`config.mk`:
```
export PLATFORM = sky130hd
export DESIGN_NAME = div_requester_flat
export DESIGN_NICKNAME = d
export VERILOG_FILES = /design/src/rtl/div_requester_pkg.sv /design/src/rtl/div_requester_if.sv /design/src/rtl/div_special.sv /design/src/rtl/div_requester.sv /design/src/flat_wrapper.sv
export SDC_FILE = /design/constraint.sdc
export NUM_CORES = 1
export LEC_CHECK = 0
export BUFFER_PORTS_ARGS = -buffer_cell sky130_fd_sc_hd__buf_4
export CORE_UTILIZATION = 29
export DETAILED_ROUTE_END_ITERATION = 10
export HOLD_SLACK_MARGIN = 0.1
export PLACE_DENSITY = 0.57
export SYNTH_ARGS = -nofsm -noshare
export SYNTH_HDL_FRONTEND = slang
export SYNTH_HIERARCHICAL = 1
export SYNTH_SLANG_ARGS = --single-unit
```
`constraint.sdc`:
```
create_clock -name clock -period 1.9 [get_ports clock]
set_input_delay 0.57 -clock clock [delete_from_list [all_inputs] [get_ports clock]]
set_output_delay 0.57 -clock clock [all_outputs]
set_load 0.01 [all_outputs]
```
`src/rtl/div_requester_pkg.sv`:
```
// Shared encodings and helpers for the divide requester: funct3 codes, FSM states, operand/result shaping.
package div_requester_pkg;

    localparam int DIV_XLEN = 64;

    localparam logic [2:0] F3_DIV  = 3'b100;
    localparam logic [2:0] F3_DIVU = 3'b101;
    localparam logic [2:0] F3_REM  = 3'b110;
    localparam logic [2:0] F3_REMU = 3'b111;

    typedef enum logic [2:0] {
        ST_IDLE  = 3'd0,
        ST_ISSUE = 3'd1,
        ST_WAIT  = 3'd2,
        ST_DRAIN = 3'd3,
        ST_DONE  = 3'd4
    } state_t;

    // W forms: the divider takes result signs from bit 63, so signed ops must be sign-extended.
    function automatic logic [DIV_XLEN-1:0] prep_operand(input logic [DIV_XLEN-1:0] v,
                                                         input logic w, input logic sgn);
        if (!w) return v;
        return {{32{sgn & v[31]}}, v[31:0]};
    endfunction

    function automatic logic [DIV_XLEN-1:0] select_result(input logic [DIV_XLEN-1:0] quo,
                                                          input logic [DIV_XLEN-1:0] rem,
                                                          input logic is_rem, input logic w);
        logic [DIV_XLEN-1:0] sel;
        sel = is_rem ? rem : quo;
        return w ? {{32{sel[31]}}, sel[31:0]} : sel;
    endfunction

endpackage

```
`src/rtl/div_requester_if.sv`:
```
// Decode-side op/result handshake plus divider-side issue/response bus of the divide requester.
interface div_requester_if;
    logic                                   in_valid;
    logic                                   in_ready;
    logic [2:0]                             funct3;
    logic                                   is_w;
    logic [div_requester_pkg::DIV_XLEN-1:0] src1;
    logic [div_requester_pkg::DIV_XLEN-1:0] src2;
    logic                                   flush;
    logic                                   out_valid;
    logic                                   out_ready;
    logic [div_requester_pkg::DIV_XLEN-1:0] result;
    logic                                   busy;
    logic                                   id_valid;
    logic                                   div_ena;
    logic                                   div_signed;
    logic                                   w;
    logic [div_requester_pkg::DIV_XLEN-1:0] dividend;
    logic [div_requester_pkg::DIV_XLEN-1:0] divisor;
    logic                                   ex_ready;
    logic                                   div_valid;
    logic [div_requester_pkg::DIV_XLEN-1:0] quotient;
    logic [div_requester_pkg::DIV_XLEN-1:0] remainder;

    modport slave (
        input  in_valid, funct3, is_w, src1, src2, flush, out_ready, div_valid, quotient, remainder,
        output in_ready, out_valid, result, busy, id_valid, div_ena, div_signed, w, dividend, divisor,
               ex_ready
    );

    modport master (
        output in_valid, funct3, is_w, src1, src2, flush, out_ready, div_valid, quotient, remainder,
        input  in_ready, out_valid, result, busy, id_valid, div_ena, div_signed, w, dividend, divisor,
               ex_ready
    );
endinterface

```
`src/rtl/div_special.sv`:
```
// Detects divide-by-zero and signed overflow on prepared operands and forms their architectural results.
// Latency: combinational; no backpressure.
module div_special
    import div_requester_pkg::*;
(
    input  logic [DIV_XLEN-1:0] dividend,
    input  logic [DIV_XLEN-1:0] divisor,
    input  logic                is_signed,
    input  logic                is_w,
    output logic                special,
    output logic [DIV_XLEN-1:0] quotient,
    output logic [DIV_XLEN-1:0] remainder
);

    logic div_zero;
    logic overflow;

    always_comb begin
        div_zero  = is_w ? (divisor[31:0] == 32'h0) : (divisor == '0);
        overflow  = is_signed &&
                    (is_w ? ((dividend[31:0] == 32'h8000_0000) && (divisor[31:0] == 32'hFFFF_FFFF))
                          : ((dividend == {1'b1, {(DIV_XLEN-1){1'b0}}}) && (divisor == '1)));
        special   = div_zero || overflow;
        quotient  = dividend;
        remainder = '0;
        if (div_zero) begin
            quotient  = '1;
            remainder = dividend;
        end
    end

endmodule

```
`src/rtl/div_requester.sv`:
```
// Divide/remainder requester: latches an M-extension op, issues it to the divider, returns the result.
// Latency: 1 cycle after accept for special ops, else 1 cycle after div_valid; result held until out_ready or flush.
module div_requester
    import div_requester_pkg::*;
#(
    parameter int XLEN           = 64,
    parameter bit SPECIAL_BYPASS = 1'b1
) (
    input  logic           clock,
    input  logic           reset,
    div_requester_if.slave bus
);

    state_t          state, state_nxt;
    logic [2:0]      funct3_q;
    logic            is_w_q;
    logic [XLEN-1:0] dividend_q, divisor_q, result_q;
    logic            id_valid_q, ex_ready_q, out_valid_q;

    logic            in_signed, in_rem, q_rem, spec_hit, bypass, accept, capture;
    logic [XLEN-1:0] prep_a, prep_b, spec_quo, spec_rem, spec_result, div_result;

    assign in_signed = (bus.funct3 == F3_DIV) || (bus.funct3 == F3_REM);
    assign in_rem    = (bus.funct3 == F3_REM) || (bus.funct3 == F3_REMU);
    assign q_rem     = (funct3_q == F3_REM) || (funct3_q == F3_REMU);
    assign prep_a    = prep_operand(bus.src1, bus.is_w, in_signed);
    assign prep_b    = prep_operand(bus.src2, bus.is_w, in_signed);

    div_special u_special (
        .dividend  (prep_a),
        .divisor   (prep_b),
        .is_signed (in_signed),
        .is_w      (bus.is_w),
        .special   (spec_hit),
        .quotient  (spec_quo),
        .remainder (spec_rem)
    );

    assign bypass      = SPECIAL_BYPASS && spec_hit;
    assign accept      = bus.in_valid && (state == ST_IDLE);
    assign capture     = (state == ST_WAIT) && bus.div_valid && !bus.flush;
    assign spec_result = select_result(spec_quo, spec_rem, in_rem, bus.is_w);
    assign div_result  = select_result(bus.quotient, bus.remainder, q_rem, is_w_q);

    always_comb begin
        state_nxt = state;
        case (state)
            ST_IDLE:  if (bus.in_valid) state_nxt = bypass ? ST_DONE : ST_ISSUE;
            ST_ISSUE: state_nxt = bus.flush ? ST_DRAIN : ST_WAIT;
            // A flush racing the response has nothing left to drain.
            ST_WAIT: begin
                if (bus.flush)          state_nxt = bus.div_valid ? ST_IDLE : ST_DRAIN;
                else if (bus.div_valid) state_nxt = ST_DONE;
            end
            ST_DRAIN: if (bus.div_valid) state_nxt = ST_IDLE;
            ST_DONE:  if (bus.flush || bus.out_ready) state_nxt = ST_IDLE;
            default:  state_nxt = ST_IDLE;
        endcase
    end

    // Handshake outputs come straight from flops so the divider never sees a decode glitch.
    always_ff @(posedge clock or negedge reset) begin
        if (!reset) begin
            state       <= ST_IDLE;
            funct3_q    <= '0;
            is_w_q      <= 1'b0;
            dividend_q  <= '0;
            divisor_q   <= '0;
            result_q    <= '0;
            id_valid_q  <= 1'b0;
            ex_ready_q  <= 1'b0;
            out_valid_q <= 1'b0;
        end else begin
            state       <= state_nxt;
            id_valid_q  <= (state_nxt == ST_ISSUE);
            ex_ready_q  <= (state_nxt == ST_WAIT) || (state_nxt == ST_DRAIN);
            out_valid_q <= (state_nxt == ST_DONE);
            if (accept) begin
                funct3_q   <= bus.funct3;
                is_w_q     <= bus.is_w;
                dividend_q <= prep_a;
                divisor_q  <= prep_b;
                if (bypass) result_q <= spec_result;
            end
            if (capture) result_q <= div_result;
        end
    end

    assign bus.in_ready   = (state == ST_IDLE) && reset;
    assign bus.busy       = (state != ST_IDLE);
    assign bus.id_valid   = id_valid_q;
    assign bus.div_ena    = id_valid_q;
    assign bus.ex_ready   = ex_ready_q;
    assign bus.out_valid  = out_valid_q;
    assign bus.result     = result_q;
    assign bus.div_signed = (funct3_q == F3_DIV) || (funct3_q == F3_REM);
    assign bus.w          = is_w_q;
    assign bus.dividend   = dividend_q;
    assign bus.divisor    = divisor_q;

endmodule

```
`src/flat_wrapper.sv`:
```
// flat-port wrapper written by rule: the top's interface ports become plain ports
module div_requester_flat import div_requester_pkg::*;
#(
    parameter int XLEN           = 64,
    parameter bit SPECIAL_BYPASS = 1'b1
)
  (clock, reset, bus_in_valid, bus_funct3, bus_is_w, bus_src1, bus_src2, bus_flush, bus_out_ready, bus_div_valid, bus_quotient, bus_remainder, bus_in_ready, bus_out_valid, bus_result, bus_busy, bus_id_valid, bus_div_ena, bus_div_signed, bus_w, bus_dividend, bus_divisor, bus_ex_ready);
  div_requester_if bus_i ();
  input  logic clock;
  input  logic reset;
  input wire logic [$bits(bus_i.in_valid)-1:0] bus_in_valid;
  input wire logic [$bits(bus_i.funct3)-1:0] bus_funct3;
  input wire logic [$bits(bus_i.is_w)-1:0] bus_is_w;
  input wire logic [$bits(bus_i.src1)-1:0] bus_src1;
  input wire logic [$bits(bus_i.src2)-1:0] bus_src2;
  input wire logic [$bits(bus_i.flush)-1:0] bus_flush;
  input wire logic [$bits(bus_i.out_ready)-1:0] bus_out_ready;
  input wire logic [$bits(bus_i.div_valid)-1:0] bus_div_valid;
  input wire logic [$bits(bus_i.quotient)-1:0] bus_quotient;
  input wire logic [$bits(bus_i.remainder)-1:0] bus_remainder;
  output wire logic [$bits(bus_i.in_ready)-1:0] bus_in_ready;
  output wire logic [$bits(bus_i.out_valid)-1:0] bus_out_valid;
  output wire logic [$bits(bus_i.result)-1:0] bus_result;
  output wire logic [$bits(bus_i.busy)-1:0] bus_busy;
  output wire logic [$bits(bus_i.id_valid)-1:0] bus_id_valid;
  output wire logic [$bits(bus_i.div_ena)-1:0] bus_div_ena;
  output wire logic [$bits(bus_i.div_signed)-1:0] bus_div_signed;
  output wire logic [$bits(bus_i.w)-1:0] bus_w;
  output wire logic [$bits(bus_i.dividend)-1:0] bus_dividend;
  output wire logic [$bits(bus_i.divisor)-1:0] bus_divisor;
  output wire logic [$bits(bus_i.ex_ready)-1:0] bus_ex_ready;
  assign bus_i.in_valid = bus_in_valid;
  assign bus_i.funct3 = bus_funct3;
  assign bus_i.is_w = bus_is_w;
  assign bus_i.src1 = bus_src1;
  assign bus_i.src2 = bus_src2;
  assign bus_i.flush = bus_flush;
  assign bus_i.out_ready = bus_out_ready;
  assign bus_i.div_valid = bus_div_valid;
  assign bus_i.quotient = bus_quotient;
  assign bus_i.remainder = bus_remainder;
  assign bus_in_ready = bus_i.in_ready;
  assign bus_out_valid = bus_i.out_valid;
  assign bus_result = bus_i.result;
  assign bus_busy = bus_i.busy;
  assign bus_id_valid = bus_i.id_valid;
  assign bus_div_ena = bus_i.div_ena;
  assign bus_div_signed = bus_i.div_signed;
  assign bus_w = bus_i.w;
  assign bus_dividend = bus_i.dividend;
  assign bus_divisor = bus_i.divisor;
  assign bus_ex_ready = bus_i.ex_ready;
  div_requester #(.XLEN(XLEN), .SPECIAL_BYPASS(SPECIAL_BYPASS)) u_core (.clock(clock), .reset(reset), .bus(bus_i));
endmodule
```
# Word-level counts from Yosys, hierarchy flattened
# Index checks and enable logic that the tools add are counted.
[word_totals] regBits=202 inputBits=266
[classes] muxes=22 n_eq_ne=18 n_bitwise=2 n_reduce_logical=22
[ops] op="$mux 64" n=11
[ops] op="$eq 64x64->1 const B" n=2
[ops] op="$eq 32x32->1 const B" n=2
[ops] op="$logic_not 64->1" n=1
[ops] op="$logic_not 32->1" n=1
[ops] op="$eq 3x3->1 const B" n=8
[ops] op="$mux 3" n=6
[ops] op="$pmux 3 s5" n=1
[ops] op="$eq 3x2->1 const B" n=4
[ops] op="$logic_and 1x1->1" n=7
[ops] op="$logic_or 1x1->1" n=7
[ops] op="$eq 3x1->1 const B" n=2
[ops] op="$reduce_bool 2->1" n=2
[ops] op="$logic_not 3->1" n=1
[ops] op="$mux 1" n=3
[ops] op="$reduce_bool 3->1" n=1
[ops] op="$and 1x1->1" n=2
[ops] op="$mux 2" n=1
[ops] op="$reduce_and 2->1" n=1
[ops] op="$logic_not 1->1" n=1

# Logic depth before layout (Yosys ltp)
[depth] ltp_word=14 depth_mapped=16

# Modules after synthesis
# Netlist, hierarchy kept.
[modules_own_cells] module="div_requester" seq_area_each_um2=5054.8 cells_per_inst=933 area_each_um2=10432.5 n_inst=1
[modules_own_cells] module="div_special" seq_area_each_um2=0.0 cells_per_inst=213 area_each_um2=1357.6 n_inst=1

# Worst setup path before layout
# Ideal clock, no wire load.
[synth_path] path_type="input -> register" startpoint="in bus_is_w" endpoint="reg u_core.result_q[61] (netlist: u_core/bus.result[61])" setup_ps=126 arrival_ps=3143 setup_slack_ps=-1369 stages=14 cell_sequence="clkbuf_1 nand3_1 clkbuf_1 o21ai_0 nand2_1 or4_1 nor4_1 a32oi_1 o21ai_1 nand2_1 a2bb2oi_1 buf_2 buf_6 a221o_1"
[synth_via] elab_cells_between_ends=19 classes_between="2 x eq/ne; 11 x mux; 6 x reduce/logical"
[synth_lines] item="start, declared" line="flat_wrapper.sv:13" source="input wire logic [$bits(bus_i.is_w)-1:0] bus_is_w;"
[synth_lines] item="$mux 64 (*)" line="div_requester_pkg.sv:23" source="return {{32{sgn & v[31]}}, v[31:0]};"
[synth_lines] item="named net u_core.prep_b[43]" line="div_requester.sv:21" source="logic [XLEN-1:0] prep_a, prep_b, spec_quo, spec_rem, spec_result, div_result;"
[synth_lines] item="$eq 64x64->1" line="div_special.sv:22" source=": ((dividend == {1'b1, {(DIV_XLEN-1){1'b0}}}) && (divisor == '1)));"
[synth_lines] item="$logic_and 1x1->1" line="div_special.sv:22"
[synth_lines] item="$mux 1" line="div_special.sv:21" source="(is_w ? ((dividend[31:0] == 32'h8000_0000) && (divisor[31:0] == 32'hFFFF_FFFF))"
[synth_lines] item="$logic_and 1x1->1" line="div_special.sv:20" source="overflow = is_signed &&"
[synth_lines] item="$logic_or 1x1->1 (*)" line="div_special.sv:23" source="special = div_zero || overflow;"
[synth_lines] item="named net u_core.bypass" line="div_requester.sv:20" source="logic in_signed, in_rem, q_rem, spec_hit, bypass, accept, capture;"
[synth_lines] item="$reduce_bool 2->1 (no source line) (*)"
[synth_lines] item="$reduce_and 2->1 (no source line) (*)"
[synth_lines] item="end signal, assigned" line="div_requester.sv:83" source="if (bypass) result_q <= spec_result;"
[synth_lines] item="end signal, assigned" line="div_requester.sv:85" source="if (capture) result_q <= div_result;"
[synth_lines] item="end, declared" line="div_requester.sv:17" source="logic [XLEN-1:0] dividend_q, divisor_q, result_q;"
# The timed path passes the listed nets; every way through them passes the cells marked *. The select of a mux whose other input is x is not followed.
# A chain may end at the register's enable or synchronous reset.

# Final worst setup path
[layout_path] startpoint="in bus_funct3[2]" endpoint="reg u_core.result_q[57] (netlist: u_core/bus.result[57])"
[layout_via] elab_cells_between_ends=26 classes_between="5 x eq/ne; 11 x mux; 2 x bitwise; 8 x reduce/logical"
[layout_lines] item="start, declared" line="flat_wrapper.sv:12" source="input wire logic [$bits(bus_i.funct3)-1:0] bus_funct3;"
[layout_lines] item="$eq 3x3->1" line="div_requester.sv:23" source="assign in_signed = (bus.funct3 == F3_DIV) || (bus.funct3 == F3_REM);"
[layout_lines] item="$logic_or 1x1->1 (*)" line="div_requester.sv:23"
[layout_lines] item="named net u_core.in_signed" line="div_requester.sv:20"
[layout_lines] item="$and 1x1->1 (*)" line="div_requester_pkg.sv:23"
[layout_lines] item="$mux 64 (*)" line="div_requester_pkg.sv:23"
[layout_lines] item="named net u_core.prep_b[41]" line="div_requester.sv:21"
[layout_lines] item="$eq 64x64->1" line="div_special.sv:22"
[layout_lines] item="$logic_and 1x1->1" line="div_special.sv:22"
[layout_lines] item="$mux 1" line="div_special.sv:21"
[layout_lines] item="$logic_and 1x1->1" line="div_special.sv:20"
[layout_lines] item="$logic_or 1x1->1 (*)" line="div_special.sv:23"
[layout_lines] item="named net u_core.bypass" line="div_requester.sv:20"
[layout_lines] item="$reduce_bool 2->1 (no source line) (*)"
[layout_lines] item="$reduce_and 2->1 (no source line) (*)"
# Marks and branches as above.

==> flow_summary_export.csv <==
group,metric,value,unit
status,status,"finished with violations",
status,violations,"negative setup slack",
finish,area_growth,67.50,%
die,start_util,29.54,%
logic_synthesis,ys_seq_elements,202,
logic_synthesis,synth_ff_type,"dfrtp_1",
die,die_h,203.6,µm
timing,fin_hold_ws,0.1207,ns
clock_tree,cts_tree,"yes",
global_routing,grt_pass1_wl,70.77,mm
timing,fmax,327.0,MHz
clock_tree,clkTransAtPathRegs,0.06,ns
pwr,clkPwrFrac,19.5,%
finish,multi_input_area,6849,µm²
setup_path,arrival,3.48,ns
logic_synthesis,synth-edff-count,0,
place,hpwl,35.43,mm
timing,final_max_slew_viol_count,0,
timing,min_period_over_period,161.0,%
route,firstDrtPassIters,7,
timing,finalWorstSetupSlack,-1.158,ns
route,vias,11580,
timing,finalHoldViolations,0,
route,wl,50.91,mm
logic_synthesis,yosys.cell_types.count,45,
finish,ff_latch_area,5059,µm²
clock_tree,cts_htree_levels,1,
place,io_buffers,465,
finish,fillers,3662,
setup_path,path_class,"in2reg",
route,post_drt_wl_per_cell,21.94,µm
timing,fin_worst_skew,0.01315,ns
setup_path,worstSetupStartpointType,"input pin",
logic_synthesis,synth.net_count,1412,
setup_path,required,2.32,ns
die,core_area,39910,µm²
route,drt-initial-drc-count,671,
global_routing,gr-total-overflow,0,
die,rows,73,
finish,final_cells,2321,
logic_synthesis,synth_area,11790,µm²
global_routing,grt_util_met1,29.09,%
global_routing,track_usage,22.31,%
timing,rsz0062_at_grt,"yes",
logic_synthesis,yosysWarnings,6,
pwr,p_leak,10.13,nW
logic_synthesis,synth_seq_area_share,42.87,%
route,drc,0,
global_routing,grt_pass1_vias,11670,
die,die_w,203.6,µm
route,vias_per_cell,4.990,
setup_path,end_kind,"flop",
global_routing,grt_max_degree,93,
timing,post-route-min-period,3.058,ns
die,ios,466,
pwr,switchingPower,9.374,mW
route,drtAntennaViolNets,0,
timing,slew_headroom,54.13,%
global_routing,top_usage_layer,"met2",
setup_path,critPathMaxFanout,7,
logic_synthesis,syn_inst,1146,
timing,finalSetupViolCount,86,
finish,postLayoutCoreUtil,49.48,%
logic_synthesis,synthArstFlopShare,100.0,%
place,globalplace.congestion,0.8832,
clock_tree,root_buffer,"clkbuf_16",
clock_tree,cts_sinks,202,
job,drv_cap,0,
global_routing,antenna_found_initial,2,
logic_synthesis,syn_avg_cell_area,10.29,µm²
worst_hold_path,hold_class,"in2async",
global_routing,grt.met3_usage,4.027,%
clock_tree,clock_latency,0.54,ns
pwr,power.density,1347,nW/µm²
pwr,internal-power,17.22,mW
timing,worst_pin_slew,0.6881,ns
pwr,swShare,35.25,%
finish,fin_nets,2040,
clock_tree,cts_buffers,27,
clock_tree,clockBufferDepth,3,
pwr,pwr-share-comb,50.9,%
pwr,p_seq_share,29.6,%
global_routing,use_met2,37.55,%
pwr,irDropWorstVdd,0.9164,mV
finish,final_layout_size_suffix_gt1_share,51.51,%
die,die_area,41470,µm²
place,dpl.cell_count,2213,
-- through the flow --
stage,total power [mW],cell area (µm²),setup slack (ns),TNS (ns)
after global placement,18.81,17200,-2.096,-139.71
after global routing,27.91,19750,-1.238,-81.38
after detailed placement,18.93,17200,-2.129,-142.14
after CTS,24.87,18750,-1.147,-73.64
final,26.59,19750,-1.158,-72.49
after floorplan,12.74,11910,-1.160,-70.89
-- final timing paths --
check | startpoint | slack, ns | endpoint | depth (start not counted)
max | bus_funct3[2] | -1.16 | u_core/bus.result[57]$_DFFE_PN0P_ | 15
min | reset | 0.12 | u_core/bus.result[1]$_DFFE_PN0P_ | 2
max reg2reg | u_core/state[0]$_DFF_PN0_ | -0.11 | u_core/bus.result[57]$_DFFE_PN0P_ | 8
min reg2reg | u_core/bus.divisor[21]$_DFFE_PN0P_ | 0.49 | u_core/bus.divisor[21]$_DFFE_PN0P_ | 1
max in group asynchronous | reset | 0.68 | u_core/bus.divisor[26]$_DFFE_PN0P_ | 3
min in group clock | bus_src1[13] | 0.27 | u_core/bus.dividend[13]$_DFFE_PN0P_ | 2
-- what timing repair did --
| action | CTS | global route |
|---|---|---|
| endpoints found under the hold margin | 78 | 0 |
| setup buffers | 21 | 15 |
| pin swaps | 30 | 17 |
| setup endpoints to repair | 72 | 189 |
| cloned | 9 | 17 |
| hold buffers | 1 | 0 |
| resized for setup | 76 | 145 |
-- layout make-up --
class / instances / area share [%]
Tap cell: 525 / 3.326
Clock buffer: 37 / 3.814
Clock inverter: 12 / 0.7666
Multi-Input combinational cell: 786 / 34.68
Inverter: 65 / 1.261
Antenna cell: 2 / 0.02534
Timing Repair Buffer: 692 / 30.51
Sequential cell: 202 / 25.61
-- cells in the mapped netlist, types with 6 or more instances --
master	instances	share of area (%)
nor4_1	25	1.3
nand2_1	41	1.3
nand2b_1	63	3.3
nor2_1	10	0.32
o21ai_1	7	0.30
a21boi_0	30	1.9
and2_1	67	3.6
nand4_1	18	0.96
a221o_1	32	2.7
mux2_1	106	10
nor3_1	6	0.25
buf_6	9	0.86
a21oi_1	31	1.3
buf_2	30	1.3
buf_4	13	0.83
mux2_2	26	2.5
dfrtp_1	202	43
clkbuf_1	47	1.5
o21ai_0	92	3.9
o221ai_1	32	2.4
o21bai_1	30	1.9
inv_1	64	2.0
or4_1	8	0.51
and3_1	30	1.6
mux2i_1	96	8.2
-- worst max-delay path, cell delays in order --
cell,delay [ns]
buf_8,0.08
nor2b_4,0.20
nand3_4,0.12
buf_12,0.17
buf_4,0.14
o21ai_2,0.06
nand2_1,0.08
or4_4,0.50
nor4_4,0.23
a32oi_2,0.20
o21ai_4,0.24
nand2_4,0.12
a2bb2oi_4,0.23
buf_12,0.18
a221o_1,0.35
-- power by group through the flow --
stage               Sequential [mW]  Clock (mW)  Combinational (mW)
CTS                            7.80        5.31                11.8
finish                         7.87        5.19                13.5
detailed placement             7.82           0                11.1
global placement               7.78           0                11.0
floorplan                      8.43           0                4.31
global route                   8.11        5.48                14.3
-- per-layer routing --
metal  share of wire, %  routed length [µm]  vias up
met1                 43               21800     5646
met2                 48               24650      403
li1                   -                   -     5447
met3                5.9                2990       86
met5                  0                   0        -
met4                2.9                1480        0
-- sequential cells by signal, indices dropped and copies added (netlist names) --
register,count
u_core/state,3
u_core/bus.result,64
u_core/bus.out_valid,1
u_core/funct3_q,3
u_core/bus.ex_ready,1
u_core/bus.w,1
u_core/bus.divisor,64
u_core/bus.dividend,64
u_core/bus.div_ena,1
-- cells in the final DEF (no fill, tap or decap), types with 12 or more instances in the layout --
| cell type | netlist | layout |
|---|---|---|
| clkbuf_16 | 0 | 40 |
| o21ai_1 | 7 | 12 |
| and2_1 | 67 | 65 |
| dfrtp_1 | 202 | 199 |
| o21ai_0 | 92 | 63 |
| mux2_4 | 0 | 84 |
| nand2_1 | 41 | 26 |
| o21ai_2 | 0 | 19 |
| a21oi_1 | 31 | 31 |
| a221o_1 | 32 | 32 |
| nand2b_1 | 63 | 63 |
| inv_1 | 64 | 64 |
| mux2i_1 | 96 | 96 |
| a21boi_0 | 30 | 30 |
| o221ai_1 | 32 | 21 |
| nor4_1 | 25 | 19 |
| mux2_1 | 106 | 32 |
| nand4_1 | 18 | 18 |
| buf_4 | 13 | 620 |
| o21bai_1 | 30 | 30 |
| mux2_2 | 26 | 16 |
| and3_1 | 30 | 30 |
| buf_6 | 9 | 16 |
| buf_12 | 0 | 34 |
-- logic make-up (layout without fill, tap and decap cells) --
kind of cell    Yosys count  after routing  synth area share, %
buf+inv                 164            806                6.527
other cells               0              2                    0
simple gates            290            291                14.73
flops                   202            202                42.87
mux                     229            229                20.95
compound gates          261            266                14.92
Power figures use the tool's default switching activity.
